$ cat config.mk
export PLATFORM = sky130hd
export DESIGN_NAME = nv_ram_fifo_ctl_60x21
export DESIGN_NICKNAME = d
export VERILOG_FILES = /design/src/rtl/nv_ram_fifo_ctl_60x21.sv
export SDC_FILE = /design/constraint.sdc
export NUM_CORES = 1
export LEC_CHECK = 0
export ABC_AREA = 1
export CORE_MARGIN = 4
export CORE_UTILIZATION = 36
export CTS_BUF_LIST = sky130_fd_sc_hd__clkbuf_16
export CTS_CLUSTER_DIAMETER = 150
export DETAILED_ROUTE_END_ITERATION = 8
export DONT_BUFFER_PORTS = 1
export PLACE_DENSITY = 0.52
export SYNTH_ARGS = -nofsm -noshare
export SYNTH_HDL_FRONTEND = slang
export SYNTH_SLANG_ARGS = --single-unit
$ cat constraint.sdc
create_clock -name nvdla_core_clk -period 3.2 [get_ports nvdla_core_clk]
set_clock_uncertainty 0.2 [all_clocks]
set_input_delay 0 -clock nvdla_core_clk [delete_from_list [all_inputs] [get_ports nvdla_core_clk]]
set_output_delay 0 -clock nvdla_core_clk [all_outputs]
set_load 0.02 [all_outputs]
$ cat src/rtl/nv_ram_fifo_ctl_60x21.sv
// Valid/ready FIFO controller sequencing an external 60x21 two-port RAM with
// registered read address, registered output and output bypass mux (61-entry FIFO).
module nv_ram_fifo_ctl_60x21 #(
    parameter int unsigned DEPTH = 60,
    parameter int unsigned WIDTH = 21,
    parameter int unsigned AW    = 6
) (
    input  logic             nvdla_core_clk,
    input  logic             nvdla_core_rstn,
    input  logic             wr_pvld,
    output logic             wr_prdy,
    input  logic [WIDTH-1:0] wr_pd,
    output logic             rd_pvld,
    input  logic             rd_prdy,
    output logic [WIDTH-1:0] rd_pd,
    output logic             ram_we,
    output logic [AW-1:0]    ram_wa,
    output logic [WIDTH-1:0] ram_di,
    output logic             ram_re,
    output logic [AW-1:0]    ram_ra,
    output logic             ram_ore,
    output logic             ram_byp_sel,
    output logic [WIDTH-1:0] ram_dbyp,
    input  logic [WIDTH-1:0] ram_dout,
    output logic [6:0]       fifo_cnt,
    output logic             idle
);

    localparam int unsigned CW = $clog2(DEPTH + 1);

    logic [AW-1:0] wr_ptr_q, wr_ptr_d;
    logic [AW-1:0] rd_ptr_q, rd_ptr_d;
    logic [AW-1:0] wa_q, wa_d;
    logic [AW-1:0] ra_q, ra_d;
    logic [CW-1:0] unread_q, unread_d;
    logic [CW-1:0] used_q, used_d;
    logic          s1_vld_q, s1_vld_d;
    logic          out_vld_q, out_vld_d;

    logic push, pop, ofree, byp, wr, cap, rd;

    always_comb begin
        // wr_prdy depends on registered occupancy only, never on rd_prdy
        wr_prdy     = (used_q < CW'(DEPTH));
        rd_pvld     = out_vld_q;
        push        = wr_pvld & wr_prdy;
        pop         = out_vld_q & rd_prdy;
        ofree       = ~out_vld_q | rd_prdy;
        byp         = push & (unread_q == '0) & ~s1_vld_q & ofree;
        wr          = push & ~byp;
        cap         = s1_vld_q & ofree & ~byp;
        rd          = (unread_q != '0) & (~s1_vld_q | cap);

        ram_we      = wr;
        ram_wa      = wr ? wr_ptr_q : wa_q;
        ram_di      = wr_pd;
        ram_re      = rd;
        ram_ra      = rd ? rd_ptr_q : ra_q;
        ram_ore     = byp | cap;
        ram_byp_sel = byp;
        ram_dbyp    = wr_pd;
        rd_pd       = ram_dout;

        fifo_cnt    = 7'(used_q) + 7'(out_vld_q);
        idle        = (fifo_cnt == '0) & ~push;
    end

    always_comb begin
        wr_ptr_d  = wr_ptr_q;
        rd_ptr_d  = rd_ptr_q;
        wa_d      = wa_q;
        ra_d      = ra_q;
        unread_d  = unread_q + CW'(wr) - CW'(rd);
        used_d    = used_q + CW'(wr) - CW'(cap);
        s1_vld_d  = rd ? 1'b1 : (cap ? 1'b0 : s1_vld_q);
        out_vld_d = ram_ore ? 1'b1 : (pop ? 1'b0 : out_vld_q);
        if (wr) begin
            wa_d     = wr_ptr_q;
            wr_ptr_d = (wr_ptr_q == AW'(DEPTH - 1)) ? '0 : wr_ptr_q + AW'(1);
        end
        if (rd) begin
            ra_d     = rd_ptr_q;
            rd_ptr_d = (rd_ptr_q == AW'(DEPTH - 1)) ? '0 : rd_ptr_q + AW'(1);
        end
    end

    always_ff @(posedge nvdla_core_clk or negedge nvdla_core_rstn) begin
        if (!nvdla_core_rstn) begin
            wr_ptr_q  <= '0;
            rd_ptr_q  <= '0;
            wa_q      <= '0;
            ra_q      <= '0;
            unread_q  <= '0;
            used_q    <= '0;
            s1_vld_q  <= 1'b0;
            out_vld_q <= 1'b0;
        end else begin
            wr_ptr_q  <= wr_ptr_d;
            rd_ptr_q  <= rd_ptr_d;
            wa_q      <= wa_d;
            ra_q      <= ra_d;
            unread_q  <= unread_d;
            used_q    <= used_d;
            s1_vld_q  <= s1_vld_d;
            out_vld_q <= out_vld_d;
        end
    end

endmodule

==> flow_summary.json <==
{
  "synth.top_cells.by_count": "nand2_1, buf_4, dfrtp_1",
  "numPortBuffers": 0,
  "critical_path_class": "flip-flop to flip-flop",
  "drive_gt1_frac": 0.06270,
  "cts_root_buffer": "clkbuf_16",
  "synth_edf_count": 0,
  "setup_violations": 0,
  "start_util": 0.3709,
  "drt_iter0_drc": 47,
  "drtAntennaViolNets": 0,
  "worst_slew_pin_slew_ns": 0.7650,
  "synth_nets": 398,
  "synth_top_area_frac": 0.3535,
  "grt_pass1_vias": 1752,
  "grt_start_max_net_pins": 39,
  "grt_first_pass_wirelength_um": 7769,
  "final_nets": 388,
  "syn_avg_cell_area_um2": 8.201,
  "cts_tree": "yes",
  "syn_inst": 328,
  "cpMaxStageDelayCell": "dfrtp_1",
  "die_width_um": 94.45,
  "yosysSeqAreaShare": 0.3535,
  "whs_ns": 0.001602,
  "synth_seq_cells": 38,
  "first_pass_iters": 4,
  "final_cells": 418,
  "tns_ns": 0,
  "cts_buffers": 5,
  "path_cells": "inv_1, nor2_4, nand2_1, nand2_2, inv_2, ha_1, inv_1, ha_1, fa_1, a21oi_1, o21bai_1, xor2_1",
  "min_period_over_period": 0.8443,
  "place.gp.congestion": 0.8103,
  "overflow": 0,
  "clkTransAtPathRegs_ns": 0.06,
  "critPathMaxFanout": 10,
  "p_int_mw": 1.585,
  "routedWlPerCell_um": 11.89,
  "die_h_um": 94.45,
  "fmax_mhz": 370.1,
  "num_vias": 1852,
  "yosysWarningCount": 0,
  "yosysTopAreaCell": "dfrtp_1",
  "synth.area.top_cells": "dfrtp_1, buf_4, nand2_1, ha_1, inv_1",
  "die_area_mm2": 0.008920,
  "totalWireLength_um": 4972,
  "clkPwrFrac": 0.196,
  "critPathCaptureType": "flip-flop",
  "nFillCells": 718,
  "clk_latency_ns": 0.28,
  "cts.sinks": 38,
  "worst_hold_path_type": "input pin to asynchronous set/reset pin",
  "hpwl_um": 3162,
  "pin_count": 135,
  "cts_buffer_depth": 2,
  "row_count": 31,
  "antenna_found_initial": 0,
  "grt_use_total": 0.1074,
  "core_area_mm2": 0.007253,
  "cp-start-kind": "flip-flop",
  "synth-async-reset-ratio": 1.000,
  "crit_arrival_ns": 2.66,
  "status": "finished, final reports clean",
  "max_slew_margin": 0.4846,
  "p_comb_frac": 0.507,
  "ys_types": 23,
  "ir_drop_v": 0.0002906,
  "p_leak_nw": 1.519,
  "p_per_area_mw_per_mm2": 958.4,
  "max_cap_violations": 0,
  "route.detailed.drc": 0,
  "hold_viol": 0,
  "synth_flop_cell": "dfrtp_1",
  "crit_path_max_incr_delay_ns": 0.48,
  "n_antenna_cell": 0,
  "p_seq_frac": 0.297,
  "synthToLayoutAreaGrowth_pct": 10.42,
  "htreeDepth": 2,
  "synth.most_common_cell": "nand2_1",
  "critical_path_required_ns": 3.16,
  "fin_crit_ns": 2.702,
  "p_switching_mw": 1.262,
  "post_cts_buffers": 0,
  "rsz0062_at_grt": "no",
  "cts_resized": 0,
  "viasPerCell": 4.431,
  "dp_cells": 364,
  "sw_frac_of_total": 0.4431,
  "netlist_area_mm2": 0.002690,
  "slew_violations": 0
}
-- cell usage in the layout, fill, tap and decap left out, drive strengths merged --
| master | n |
|---|---|
| clkbuf | 5 |
| a31oi | 1 |
| dlygate4sd3 | 45 |
| ha | 22 |
| nand4 | 8 |
| fa | 2 |
| bufinv | 1 |
| o21bai | 1 |
| a21oi | 6 |
| nand2b | 1 |
| xnor2 | 3 |
| nand3 | 21 |
| xor2 | 11 |
| dfrtp | 38 |
| nand2 | 85 |
| nor3 | 1 |
| o21ai | 8 |
| clkinvlp | 1 |
| buf | 4 |
| nor2 | 14 |
| inv | 41 |
-- worst max-delay path, delay by kind of cell, from the launching register on --
| family | cells | cell delay [ns] |
|---|---|---|
| buffers and inverters | 3 | 0.26 |
| xor gates and xnor gates | 1 | 0.14 |
| adders and majority gates | 3 | 0.95 |
| AOI/OAI and AO/OA | 2 | 0.22 |
| DFF | 1 | 0.48 |
| and+or+nand+nor | 3 | 0.32 |
-- timing repair --
| action | 4_1_cts | 5_1_grt |
|---|---|---|
| endpoints found under the setup margin | 0 | 0 |
| hold endpoints to repair | 103 | 0 |
| hold buffers | 46 | 0 |
-- state kept, by name (all words and copies together), names as in the netlist --
| name | count |
|---|---|
| ra_q | 6 |
| rd_ptr_q | 6 |
| rd_pvld | 1 |
| s1_vld_q | 1 |
| unread_q | 6 |
| used_q | 6 |
| wa_q | 6 |
| wr_ptr_q | 6 |
-- stage by stage --
stage	power (mW)	area, um2	worst slack, ns	utilization
finish	2.847	2970	0.4984	0.4095
global route	3.137	2970	0.3254	0.4095
CTS	2.890	2970	0.4718	0.4095
detailed placement	2.194	2333	0.4986	0.3217
global placement	2.173	2333	0.5584	0.3217
floorplan	2.065	2690	0.6285	-
-- path summary, 6_finish.rpt --
| check | from | endpoint | slack, ns | cells past startpoint |
|---|---|---|---|---|
| max | rd_pvld | unread_q[4] | 0.50 | 12 |
| min reg2reg | rd_ptr_q[4] | rd_ptr_q[4] | 0.32 | 2 |
| min in group nvdla_core_clk | rd_ptr_q[4] | rd_ptr_q[4] | 0.32 | 2 |
| max reg2reg | rd_pvld | unread_q[4] | 0.50 | 12 |
| max in group asynchronous | nvdla_core_rstn | unread_q[3] | 2.61 | 2 |
| min | nvdla_core_rstn | rd_ptr_q[0] | 0.002 | 2 |
-- cell type report --
class                   instances  area (um2)  share of cell area
multi-input cells             184        1086              0.3656
flip-flops and latches         38       950.9              0.3201
repair buffers                 49       493.0              0.1660
inverters                      40       150.1             0.05055
clock buffers                   5       125.1             0.04212
well taps                      99       123.9             0.04170
clock inverters                 3       41.29             0.01390
-- layer usage --
layer	wire length, um	vias up	GRT usage	part of all wire
met4	67	0	0.03730	0.013
li1	-	941	-	-
met5	0	-	0	0
met2	2380	76	0.1809	0.48
met3	436	8	0.02789	0.088
met1	2089	827	0.1330	0.42
-- cells by family after synthesis --
family,Yosys count,synth area share
buffers and inverters,106,0.2428
flip-flops,38,0.3535
adder cells (fa/ha/maj),24,0.1172
AO/OA/AOI/OAI,16,0.03535
XOR/XNOR,14,0.04558
AND/OR/NAND/NOR,130,0.2056
-- power groups by stage --
stage | Sequential (mW) | Clock [mW] | Combinational (mW)
after floorplan | 0.817 | 0 | 1.25
after global placement | 0.853 | 0 | 1.32
after detailed placement | 0.856 | 0 | 1.34
after CTS | 0.848 | 0.573 | 1.47
after global routing | 0.877 | 0.597 | 1.66
final | 0.846 | 0.558 | 1.44
Note: power is estimated with default switching activity, not from simulation.
